**config.mk**
```make
export PLATFORM = sky130hd
export DESIGN_NAME = systolic_array
export DESIGN_NICKNAME = d
export VERILOG_FILES = /design/src/rtl/systolic_array.sv
export SDC_FILE = /design/constraint.sdc
export NUM_CORES = 1
export LEC_CHECK = 0
export CORE_MARGIN = 4
export CORE_UTILIZATION = 47
export CTS_CLUSTER_DIAMETER = 200
export DETAILED_ROUTE_END_ITERATION = 8
export PLACE_DENSITY = 0.71
export SLEW_MARGIN = 20
export SYNTH_ARGS = -nofsm -noshare
export SYNTH_HDL_FRONTEND = slang
export SYNTH_SLANG_ARGS = --single-unit
export TNS_END_PERCENT = 100
```
**constraint.sdc**
```tcl
create_clock -name i_CLK -period 4.26 [get_ports i_CLK]
set_input_delay 0.639 -clock i_CLK [delete_from_list [all_inputs] [get_ports i_CLK]]
set_output_delay 0.639 -clock i_CLK [all_outputs]
set_load 0.01 [all_outputs]
```
**src/rtl/systolic_array.sv**
```systemverilog
// Min-priority queue built as a linear systolic array of compare cells.
// Cell 0 always holds the minimum; insert/replace tokens ripple one cell per cycle.
module systolic_array #(
    parameter int unsigned QUEUE_SIZE = 8,
    parameter int unsigned DATA_WIDTH = 16
) (
    input  logic                  i_CLK,
    input  logic                  i_RSTn,
    input  logic                  i_wrt,
    input  logic                  i_read,
    input  logic [DATA_WIDTH-1:0] i_data,
    output logic                  o_full,
    output logic                  o_empty,
    output logic [DATA_WIDTH-1:0] o_data
);

    localparam int unsigned CW = $clog2(QUEUE_SIZE + 1);
    localparam int unsigned KW = DATA_WIDTH + 1;
    localparam logic [DATA_WIDTH-1:0] KEY_EMPTY = '1;
    localparam logic [CW-1:0] COUNT_MAX = CW'(QUEUE_SIZE);
    localparam logic TK_INSERT = 1'b0;
    localparam logic TK_REPLACE = 1'b1;

    // cell storage
    logic [DATA_WIDTH-1:0] key_q [QUEUE_SIZE];
    logic [DATA_WIDTH-1:0] key_d [QUEUE_SIZE];
    logic [QUEUE_SIZE-1:0] vld_q, vld_d;

    // token registers; entry j feeds cell j+1
    logic                  tok_v_q [QUEUE_SIZE-1];
    logic                  tok_k_q [QUEUE_SIZE-1];
    logic                  tok_e_q [QUEUE_SIZE-1];
    logic [DATA_WIDTH-1:0] tok_x_q [QUEUE_SIZE-1];
    logic                  tok_v_d [QUEUE_SIZE-1];
    logic                  tok_k_d [QUEUE_SIZE-1];
    logic                  tok_e_d [QUEUE_SIZE-1];
    logic [DATA_WIDTH-1:0] tok_x_d [QUEUE_SIZE-1];

    logic [CW-1:0] count_q, count_d;
    logic          full_q, empty_q, blocked_q;
    logic          op_ins_c, op_deq_c, op_rep_c, accept_c;

    // token seen by each cell this cycle, and what it hands to its neighbour
    logic                  in_v [QUEUE_SIZE];
    logic                  in_k [QUEUE_SIZE];
    logic                  in_e [QUEUE_SIZE];
    logic [DATA_WIDTH-1:0] in_x [QUEUE_SIZE];
    logic                  fwd_v [QUEUE_SIZE];
    logic [DATA_WIDTH-1:0] fwd_x [QUEUE_SIZE];
    logic [KW-1:0]         nxt_ext [QUEUE_SIZE];

    // port decode; replace on an empty queue degenerates to an enqueue
    always_comb begin
        op_ins_c = 1'b0;
        op_deq_c = 1'b0;
        op_rep_c = 1'b0;
        if (!blocked_q) begin
            op_ins_c = i_wrt & ((~i_read & ~full_q) | (i_read & empty_q));
            op_deq_c = ~i_wrt & i_read & ~empty_q;
            op_rep_c = i_wrt & i_read & ~empty_q;
        end
        accept_c = op_ins_c | op_deq_c | op_rep_c;
        count_d  = count_q;
        if (op_ins_c) count_d = count_q + CW'(1);
        else if (op_deq_c) count_d = count_q - CW'(1);
    end

    always_comb begin
        in_v[0] = op_ins_c | op_deq_c | op_rep_c;
        in_k[0] = op_ins_c ? TK_INSERT : TK_REPLACE;
        in_e[0] = op_deq_c;
        in_x[0] = op_deq_c ? KEY_EMPTY : i_data;
        for (int i = 1; i < QUEUE_SIZE; i++) begin
            in_v[i] = tok_v_q[i-1];
            in_k[i] = tok_k_q[i-1];
            in_e[i] = tok_e_q[i-1];
            in_x[i] = tok_x_q[i-1];
        end
        // empty cells compare as +infinity: {empty, key} with empty as MSB
        for (int i = 0; i < QUEUE_SIZE - 1; i++) begin
            nxt_ext[i] = {~vld_q[i+1], key_q[i+1]};
        end
        nxt_ext[QUEUE_SIZE-1] = {1'b1, KEY_EMPTY};
    end

    // per-cell compare/swap rules
    always_comb begin
        key_d = key_q;
        vld_d = vld_q;
        for (int i = 0; i < QUEUE_SIZE; i++) begin
            fwd_v[i] = 1'b0;
            fwd_x[i] = in_x[i];
            if (in_v[i]) begin
                if (in_k[i] == TK_INSERT) begin
                    if (!vld_q[i]) begin
                        key_d[i] = in_x[i];
                        vld_d[i] = 1'b1;
                    end else begin
                        fwd_v[i] = 1'b1;
                        if (in_x[i] < key_q[i]) begin
                            key_d[i] = in_x[i];
                            fwd_x[i] = key_q[i];
                        end
                    end
                end else if ({in_e[i], in_x[i]} <= nxt_ext[i]) begin
                    key_d[i] = in_e[i] ? KEY_EMPTY : in_x[i];
                    vld_d[i] = ~in_e[i];
                end else begin
                    key_d[i] = nxt_ext[i][DATA_WIDTH-1:0];
                    vld_d[i] = ~nxt_ext[i][DATA_WIDTH];
                    fwd_v[i] = 1'b1;
                end
            end
        end
        for (int i = 0; i < QUEUE_SIZE - 1; i++) begin
            tok_v_d[i] = fwd_v[i];
            tok_k_d[i] = in_k[i];
            tok_e_d[i] = in_e[i];
            tok_x_d[i] = fwd_x[i];
        end
    end

    always_ff @(posedge i_CLK or negedge i_RSTn) begin
        if (!i_RSTn) begin
            for (int i = 0; i < QUEUE_SIZE; i++) key_q[i] <= KEY_EMPTY;
            vld_q <= '0;
            for (int i = 0; i < QUEUE_SIZE - 1; i++) begin
                tok_v_q[i] <= 1'b0;
                tok_k_q[i] <= TK_INSERT;
                tok_e_q[i] <= 1'b0;
                tok_x_q[i] <= KEY_EMPTY;
            end
            count_q   <= '0;
            full_q    <= 1'b0;
            empty_q   <= 1'b1;
            blocked_q <= 1'b0;
        end else begin
            key_q     <= key_d;
            vld_q     <= vld_d;
            tok_v_q   <= tok_v_d;
            tok_k_q   <= tok_k_d;
            tok_e_q   <= tok_e_d;
            tok_x_q   <= tok_x_d;
            count_q   <= count_d;
            full_q    <= (count_d == COUNT_MAX);
            empty_q   <= (count_d == '0);
            blocked_q <= accept_c;
        end
    end

    assign o_data  = key_q[0];
    assign o_full  = full_q;
    assign o_empty = empty_q;

endmodule

```
==> metrics.md, run 1 <==
| Metric | Value |
|---|---|
| Outcome | complete, no violations |
| Number of gates resized after CTS | 0 |
| Top achievable clock speed | 287.3 MHz |
| Sequential share of the synthesized area | 40.38% |
| Worst path setup slack after routing | slightly below 800 ps |
| Vias in the first global route | 13340 |
| Clock buffer count from CTS | 31 |
| Clk Latency, worst-skew pair | 570 ps |
| Overall die height | 202.9 um |
| Synth area leaders | dfstp_2 (35%), ha_1 (17%), mux2i_1 (6.6%) |
| Critical path arrival | 3960 ps |
| Number of violations of the max-capacitance limit | 0 |
| Setup repair after global routing missed its margin | false |
| Mean cell area of the mapped netlist | 10.56 um2 |
| Maximum number of pins on one net before global-route repair | 106 |
| HP Class | in2async |
| Fraction of final layout cells with drive strength greater than 1 | between 20% and 30% |
| Buffer levels on the longest clock path | 3 |
| Async S/R FF share, synth | between 90% and 100% |
| Top cell type by total area after synthesis | dfstp_2 |
| Cell area after synthesis | between 0.015 and 0.02 mm2 |
| Maximum clock skew at final layout | approximately 13 ps |
| Post-Place Cell Area | 0.01860 mm2 |
| Number of antenna violations at the first check in global routing | 0 |
| Setup slack at placement | 130.5 ps |
| Post-layout instance area | 0.01971 mm2 |
| Residual antenna-violating net count after detailed routing | 0 |
| Std-Cell Rows | around 70 |
| Top Layer Used | met4 |
| Slew margin rel. | 30.14% |
| Most common library cells after synthesis | dfstp_2 (241), ha_1 (241), inv_1 (143) |
| Hold Violations, Final | 0 |
| Antenna diode count | 0 |
| Port bufs | 37 |
| Total congestion overflow | 0 |
| Syn. warnings | 0 |
| Endpoint kind of the worst setup timing path | flip-flop |
| Via count | ~12000 |
| Startpoint type of the worst setup path | input port |
| Clk slew on worst S/H paths | 60 ps |
| Clock sinks | 276 |
| FF+latch count, synth | 276 |
| Syn nets | about 2000 |
| Number of buffers added to fix hold violations after cts | 0 |
| Worst IR drop on VDD | approximately 0.40 mV |
| Chip Width | 202.9 um |
| Total Routing Usage GR | 19.22% |
| Setup repair bufs after CTS | 0 |
| H-tree depth | 1 |
| Total negative slack for setup checks | 0 ps |
| Wire length of the first global-routing pass | 66420 um |
| Final max-slew violation count | 0 |
| Total routed wirelength | 39340 um |
| Vias per Instance | ~5.6 |
| Required time of the worst setup path | 4740 ps |
| Final estimated routing congestion in global placement | 0.8580 |
| Cell count after synthesis | 1691 |
| Most used DFF post-synth | dfstp_2 |
| Starting Density | 47.51% |
| Post-layout nets | approximately 2000 |
| Number of enable-type register cells in the synthesized netlist | 0 |
| Average wire per standard cell | 17.55 um |
| Total power draw | around 14 mW |
| Final Critical Period | 3480 ps |
| Path type of the worst setup path | in2reg |
| Actual transition at the worst max-transition pin | 1048 ps |
| Power density of the placed cells | 703.6 mW/mm2 |
| Proportion of netlist area held by the largest area contributor | 35.47% |
| Final critical-path share of the clock period | between 80% and 90% |
| Post-synthesis cell type count | 68 |
| Leakage component of the power | just under 9 nW |
| Met2 routed wirelength | 19970 um |
| DP Wirelength | 30150 um |
| Final setup viols | 0 |
| Number of top-level pins | 38 |
| Initial DRT Pass Iterations | 5 |
| CTS tree | yes |
| Number of DRC markers after the initial detailed-route iteration | 544 |
| Placeable core area | 0.03758 mm2 |
| Die area | 0.04116 mm2 |
| Drt drc | 0 |
| Area grow syn2layout | 10.40% |
| Maximum fanout encountered on the critical timing path | 16 |
| Met3 wire length | approximately 940 um |
| Clock root buffer | clkbuf_16 |
| Metal-1 WL | 16830 um |
[cell usage in the layout (no fill, tap or decap), types with 8 or more instances in the layout]
master and count:
nor2b_1 17, inv_1 143, a31oi_1 11, and3_1 12, o22ai_1 48, dfstp_2 241, nand4_1 35, clkdlybuf4s50_1 36
nand2_1 82, mux2_2 91, o21ai_0 97, a21oi_1 103, dfrtp_1 35, nor3_1 18, mux2i_1 117, ha_1 241
o21a_1 8, nand2b_1 18, buf_4 19, clkbuf_16 33, nor4_1 11, nor2_1 86, a21o_1 17, a211oi_1 13
mux2_4 20, nand3_1 33, or2_2 16
[stage by stage]
step | hold slack [ps] | instances | utilization (%)
2_1_floorplan | 343.4 | 1691 | -
3_3_place_gp | 418.4 | 2184 | 49.49
3_5_place_dp | 417.4 | 2184 | 49.49
4_1_cts | 137.6 | 2242 | 52.45
5_1_grt | 188.8 | 2242 | 52.45
6_report | 135.2 | 2242 | 52.45
[logic make-up (layout without fill, tap and decap cells)]
family                   count (synthesis)  after routing  share of synthesized area [%]
flip-flops                             276            276                          40.38
XOR/XNOR                                 3              3                         0.1472
adder cells (fa/ha/maj)                241            241                          16.89
multiplexers                           228            228                          13.98
AND/OR/NAND/NOR                        364            364                          10.40
AO/OA/AOI/OAI                          360            360                          12.53
buffers and inverters                  219            259                          5.670
[path summary, 6_finish.rpt]
check | start | to | slack, ps | cells after the start
min reg2reg | in_e[1] | in_e[0] | 430 | 0
min | i_RSTn | in_v[1] | 140 | 1
min in group i_CLK | in_e[1] | in_e[0] | 430 | 0
max | i_wrt | o_data[10] | 780 | 13
max reg2reg | blocked_q | o_data[10] | 920 | 12
max in group asynchronous | i_RSTn | o_data[9] | 3010 | 2
[where the power goes]
group / internal (mW) / switching [mW] / total (mW)
registers: 3.99 / 0.845 / 4.84
logic: 2.89 / 3.26 / 6.15
clock network: 1.74 / 1.14 / 2.88
total: 8.62 / 5.25 / 13.9
[critical path: stages]
cell	delay (ps)
clkdlybuf4s50_1	470
nor4b_4	510
buf_4	260
or2_2	170
ha_1	160
and4_1	210
o2111ai_1	120
o211ai_1	280
a221oi_1	180
o21ai_2	530
buf_4	300
nand2_1	70
o21ai_0	80
[final cells by class]
class,count,area [um2]
Clock buffer,40,902.1
Clock inverter,18,210.2
Fill cell,3267,17870
Inverter,143,536.8
Multi-Input combinational cell,1196,9654
Sequential cell,276,7208
Tap cell,511,639.4
Timing Repair Buffer,58,558.0
[registers in the layout, summed over array words and instances (netlist names)]
signal,count
o_data,16
in_x,112
vld_q,8
in_e,7
count_q,4
blocked_q,1
o_empty,1
key_q,112
in_k,7
o_full,1
in_v,7
[layer usage]
metal  vias to the layer above  global-route usage [%]
li1                       6157                       -
met1                      6080                   23.39
met2                       170                   34.76
met3                        81                   2.316
met4                         0                   7.493
met5                         -                       0
(Power assumes the default switching activity.)
==> run 2: changes to the inputs <==
--- a/config.mk
+++ b/config.mk
@@ -9,7 +9,7 @@
 export CORE_UTILIZATION = 47
 export CTS_CLUSTER_DIAMETER = 200
 export DETAILED_ROUTE_END_ITERATION = 8
-export PLACE_DENSITY = 0.71
+export PLACE_DENSITY = 0.73
 export SLEW_MARGIN = 20
 export SYNTH_ARGS = -nofsm -noshare
 export SYNTH_HDL_FRONTEND = slang
==> constraint.sdc (replaced) <==
create_clock -name i_CLK -period 3.01 [get_ports i_CLK]
set_input_delay 0.4515 -clock i_CLK [delete_from_list [all_inputs] [get_ports i_CLK]]
set_output_delay 0.4515 -clock i_CLK [all_outputs]
set_load 0.01 [all_outputs]
==> run 2 against run 1 <==
  * Non-clock buffer count rose by 66
  * Die area did not move
  * Critical endpoint is now o_data[0]
  * Hold slack better by 300 ps
  * Power up 49%
  * Sequential cell count did not move
  * Clock skew grew 2.9 ps
  * Count of clock-buffer cells in the layout is 8 higher
  * Global-route usage increased by 0.69 points
  * Clock power up 32%
==> metrics.md, run 2 (synthesized netlist as in run 1, its figures left out) <==
| Metric | Value |
|---|---|
| Number of antenna violations at the first check in global routing | 0 |
| Initial DRT Pass Iterations | 5 |
| Number of cells in the finished layout apart from fillers | 2306 |
| Clk slew on worst S/H paths | 60 ps |
| Final max-slew violation count | 0 |
| Commonest non-fill, non-tap cells in the layout | dfstp_2 (241), ha_1 (229), inv_1 (143), mux2i_1 (116), a21oi_1 (102) |
| Leakage component of the power | 9.117 nW |
| Post-layout nets | ~2000 |
| Startpoint type of the worst setup path | flip-flop |
| Area grow syn2layout | 15.59% |
| Terminating pin of the worst hold path | in_e[0] |
| Residual antenna-violating net count after detailed routing | 0 |
| Wire length of the first global-routing pass | slightly below 70000 um |
| Depth of the worst hold-timing path | 0 |
| H-tree depth | 1 |
| Antenna diode count | 0 |
| Hold Violations, Final | 0 |
| Critical path arrival | 3510 ps |
| Port bufs | 37 |
| Drt drc | 0 |
| Final Critical Period | 3005 ps |
| Source of the worst hold timing path | in_e[1] |
| Commonest non-fill, non-tap cell in the layout | dfstp_2 |
| Overall die height | 202.9 um |
| Via count | 12940 |
| HP Class | reg2reg |
| Vias in the first global route | 13990 |
| Maximum clock skew at final layout | 16.26 ps |
| Vias per Instance | 5.612 |
| FF-to-FF Start | o_empty |
| Dpl cells | 2241 |
| Final estimated routing congestion in global placement | 0.8905 |
| DP Wirelength | 30970 um |
| Fraction of final layout cells with drive strength greater than 1 | a little under a third |
| Total congestion overflow | 0 |
| Endpoint kind of the worst setup timing path | flip-flop |
| Placeable core area | 0.03758 mm2 |
| Total routed wirelength | 41760 um |
| Chip Width | 202.9 um |
| Total negative slack for setup checks | 0 ps |
| Actual transition at the worst max-transition pin | 802.1 ps |
| Number of violations of the max-capacitance limit | 0 |
| Power density of the placed cells | around 1000 mW/mm2 |
| Number of top-level pins | 38 |
| Std-Cell Rows | 71 |
| Maximum number of pins on one net before global-route repair | 76 |
| Reg2reg path depth | 12 |
| Die area | 0.04116 mm2 |
| Total Routing Usage GR | around a fifth |
| Number of DRC markers after the initial detailed-route iteration | 704 |
| Required time of the worst setup path | 3510 ps |
| Starting Density | 47.51% |
| Worst IR drop on VDD | 0.6948 mV |
| Top achievable clock speed | 332.8 MHz |
| Path type of the worst setup path | reg2reg |
| Average wire per standard cell | 18.11 um |
| Final setup viols | 0 |
| Final critical-path share of the clock period | 99.83% |
| Clock buffer count from CTS | 30 |
| Slew margin rel. | 46.35% |
| Maximum fanout encountered on the critical timing path | 8 |
| Clock sinks | 276 |
| Clock root buffer | clkbuf_16 |
| Final-layout fill cell count | 3129 |
| Setup repair after global routing missed its margin | true |
| R2r setup slk | between 4 and 5 ps |
| Clk Latency, worst-skew pair | 570 ps |
| Outcome | complete, no violations |
| CTS tree | yes |
| Buffer levels on the longest clock path | 3 |
| Capture point of the worst reg-to-reg path | o_data[0] |
==> run 2: worst max-delay path, cell delays in order (launching register included) <==
cell and delay [ps]:
dfstp_2 560, nor4b_4 50, buf_4 160, buf_4 150, or2_2 280, ha_1 280
nand4_1 230, nand2b_4 170, o41ai_4 90, or3_4 430, buf_8 170, mux2i_1 120
mux2_2 260
==> run 2: what timing repair did <==
action,4_1_cts,5_1_grt
cloned,1,3
buffers inserted,1,3
hold buffers,1,0
setup endpoints to repair,51,82
endpoints found under the hold margin,12,0
pin swaps,4,14
resized for setup,17,66
==> run 2: through the flow <==
stage	worst slack [ps]	hold slack (ps)	utilization, %	cell area, um2	power, mW
3_5_place_dp	-599.1	416.1	51.03	19180	16.10
3_3_place_gp	-525.5	418.2	50.99	19160	15.58
2_1_floorplan	11.49	155.9	-	17850	13.33
6_report	4.969	435.7	54.91	20630	20.63
4_1_cts	-29.85	431.4	54.04	20310	20.20
5_1_grt	-63.89	457.4	54.91	20630	22.22
==> run 2: layer usage <==
layer	vias up	routed length [um]	GRT usage, %
met5	-	0	0
met4	0	1784	7.687
met3	110	1117	2.380
met2	245	21550	36.91
met1	6325	17310	23.50
li1	6262	-	-
==> run 2: where the power goes <==
group          total [mW]  internal [mW]  switching [mW]
Combinational        9.99           4.87            5.12
Sequential           6.85           5.65            1.20
Clock                3.79           2.27            1.52
Total                20.6           12.8            7.84
==> run 2: worst max-delay path by stage <==
stage | startpoint | to | slack [ps] | cells past startpoint
after floorplan | i_wrt | in_x[100] | 10 | 13
after global placement | i_wrt | o_data[0] | -530 | 13
after detailed placement | i_wrt | o_data[0] | -600 | 13
after CTS | o_empty | o_data[0] | -30 | 12
after global routing | o_empty | o_data[0] | -60 | 13
final | o_empty | o_data[0] | 5 | 12
==> run 2: area by class of cell <==
cell class,count,area [um2],area share (%)
repair buffers,124,1265,6.130
clock inverters,8,115.1,0.5578
flip-flops and latches,276,7208,34.93
multi-input cells,1196,9981,48.37
clock buffers,48,889.6,4.311
well taps,511,639.4,3.098
inverters,143,536.8,2.601
==> run 3: changes to the inputs <==
--- a/config.mk
+++ b/config.mk
@@ -7,6 +7,7 @@
 export LEC_CHECK = 0
 export CORE_MARGIN = 4
 export CORE_UTILIZATION = 47
+export CTS_BUF_LIST = sky130_fd_sc_hd__clkbuf_8
 export CTS_CLUSTER_DIAMETER = 200
 export DETAILED_ROUTE_END_ITERATION = 8
 export PLACE_DENSITY = 0.73
==> run 3 against run 2 <==
  * The flow now finishes with violations (negative setup slack)
  * Final cell count grew 1.3%
  * Sequential cell count unchanged
  * Worst setup slack got worse by 69 ps
  * Combinational power is essentially flat
  * Critical path type unchanged
==> metrics.md, run 3 (synthesized netlist as in run 1, its figures left out) <==
| Metric | Value |
|---|---|
| Antenna diode count | 0 |
| Final max-slew violation count | 0 |
| CP most frequent cell | buf_4 |
| Final Critical Period | 3074 ps |
| Clock sinks | 276 |
| Final estimated routing congestion in global placement | 0.8905 |
| Post-layout nets | roughly 2100 |
| H-tree depth | 2 |
| Via count | ~13000 |
| CTS tree | yes |
| Residual antenna-violating net count after detailed routing | 0 |
| CP max-delay cell | dfstp_2 |
| Final setup viols | 2 |
| Outcome | finished with violations |
| Number of antenna violations at the first check in global routing | 0 |
| Overall die height | a little over 200 um |
| Violated checks | negative setup slack |
| Area grow syn2layout | 15.76% |
| Worst hold slack across all endpoints | 428.8 ps |
| Worst IR drop on VDD | 0.6971 mV |
| Worst path setup slack after routing | -63.70 ps |
| Hold Violations, Final | 0 |
| Chip Width | 202.9 um |
| Reg2reg path depth | 12 |
| Required time of the worst setup path | 3470 ps |
| Cells along the critical path | nor4b_4 > buf_4 > or2_4 > ha_4 > and4_4 > nand4_1 > a211oi_2 > nor4_2 > buf_4 > nor2_1 > mux2_2 > o32a_1 |
| R2r setup slk | -60 ps |
| Post-layout instance area | 0.02067 mm2 |
| Drt drc | 0 |
| Post-layout utilization of the core | ~55% |
| Maximum fanout encountered on the critical timing path | 6 |
| Maximum number of pins on one net before global-route repair | 76 |
| Fraction of final layout cells with drive strength greater than 1 | 32.37% |
| Total negative slack for setup checks | -112.4 ps |
| Clock buffer count from CTS | 48 |
| Dpl cells | between 2000 and 2500 |
| Wire length of the first global-routing pass | slightly below 70000 um |
| Vias in the first global route | 13980 |
| Die area | 0.04116 mm2 |
| Critical path arrival | around 3500 ps |
| Total congestion overflow | 0 |
| Setup repair after global routing missed its margin | true |
| Top achievable clock speed | ~330 MHz |
| Final critical-path share of the clock period | 102.1% |
| Initial DRT Pass Iterations | 5 |
| Actual transition at the worst max-transition pin | 813.9 ps |
| Startpoint type of the worst setup path | flip-flop |
| Total routed wirelength | 42180 um |
| Total power draw | 20.34 mW |
| Worst setup path startpoint | o_empty |
| Number of top-level pins | 38 |
| Power density of the placed cells | a little under 1000 mW/mm2 |
| Std-Cell Rows | 71 |
| Stage delay of the slowest cell on the critical path | 560 ps |
| Endpoint kind of the worst setup timing path | flip-flop |
| Slew margin rel. | 45.56% |
| Number of cells in the finished layout apart from fillers | 2337 |
| Number of DRC markers after the initial detailed-route iteration | 599 |
| Number of violations of the max-capacitance limit | 0 |
| Commonest non-fill, non-tap cell in the layout | dfstp_2 |
| Vias per Instance | around 5.6 |
| Starting Density | a little under half |
| Capture point of the worst reg-to-reg path | vld_q[0] |
| Average wire per standard cell | 18.05 um |
| Setup slack at placement | -599.1 ps |
| Buffer levels on the longest clock path | 3 |
| Commonest non-fill, non-tap cells in the layout | dfstp_2 (241), ha_1 (226), inv_1 (159), mux2i_1 (116), a21oi_1 (102) |
| Path type of the worst setup path | reg2reg |
| Total Routing Usage GR | around 20% |
| Clk Latency, worst-skew pair | 580 ps |
| HP Class | reg2reg |
| Port bufs | 37 |
| Leakage component of the power | 9.204 nW |
| Capturing instance or port of the critical path | vld_q[0] |
| Clk slew on worst S/H paths | about 60 ps |
| DP Wirelength | around 31000 um |
| Maximum clock skew at final layout | 21.44 ps |
| FF-to-FF Start | o_empty |
| Post-Place Cell Area | about 0.019 mm2 |
| Clock root buffer | clkbuf_8 |
| Placeable core area | approximately 0.038 mm2 |
-- run 3: cell types whose count changed in the layout (fill, tap and decap cells not counted), sizes merged --
cell	before	now
inv	143	159
clkbuf	49	67
bufinv	3	0
-- run 3: cell type report --
cell class	instances	area, um2
sequential	276	7208
inverter	143	536.8
clock buffer	64	880.8
fill	3140	16910
tap	511	639.4
clock inverter	21	85.08
timing repair buffer	126	1300
multi-input combinational	1196	10020
-- run 3: timing repair --
action,CTS,global route
endpoints found under the setup margin,54,81
gates resized for setup,16,65
cloned,0,5
buffers inserted,1,4
hold buffers,1,0
pin swaps,4,21
endpoints found under the hold margin,12,0
-- run 3: routing by layer --
layer / routed length (um) / vias up / track usage, % / part of all wire [%]
met1: 17280 / 6390 / 23.33 / 41
met4: 1983 / 0 / 7.929 / 4.7
li1: - / 6315 / - / -
met3: 1535 / 127 / 3.115 / 3.6
met5: 0 / - / 0 / 0
met2: 21380 / 293 / 36.26 / 51
-- run 3: power by group --
| part | total (mW) | switching [mW] | internal (mW) |
|---|---|---|---|
| combinational | 10.0 | 5.14 | 4.90 |
| clock | 3.45 | 1.57 | 1.88 |
| sequential | 6.84 | 1.19 | 5.65 |
-- run 3: critical path: cells and delay by family, from the launching register on --
kind / cells / cell delay (ps)
AND/OR/NAND/NOR: 6 / 950
flip-flops: 1 / 560
AO/OA/AOI/OAI: 2 / 530
multiplexers: 1 / 340
buffers and inverters: 2 / 310
adder cells (fa/ha/maj): 1 / 270
-- run 3: worst min-delay path by stage --
| stage | start | endpoint | slack [ps] | cells after the start |
|---|---|---|---|---|
| floorplan | i_RSTn | blocked_q | 160 | 0 |
| global placement | in_e[3] | in_e[2] | 420 | 0 |
| detailed placement | in_e[3] | in_e[2] | 420 | 0 |
| CTS | in_e[3] | in_e[2] | 430 | 0 |
| global route | in_e[3] | in_e[2] | 440 | 0 |
| finish | in_e[3] | in_e[2] | 430 | 0 |
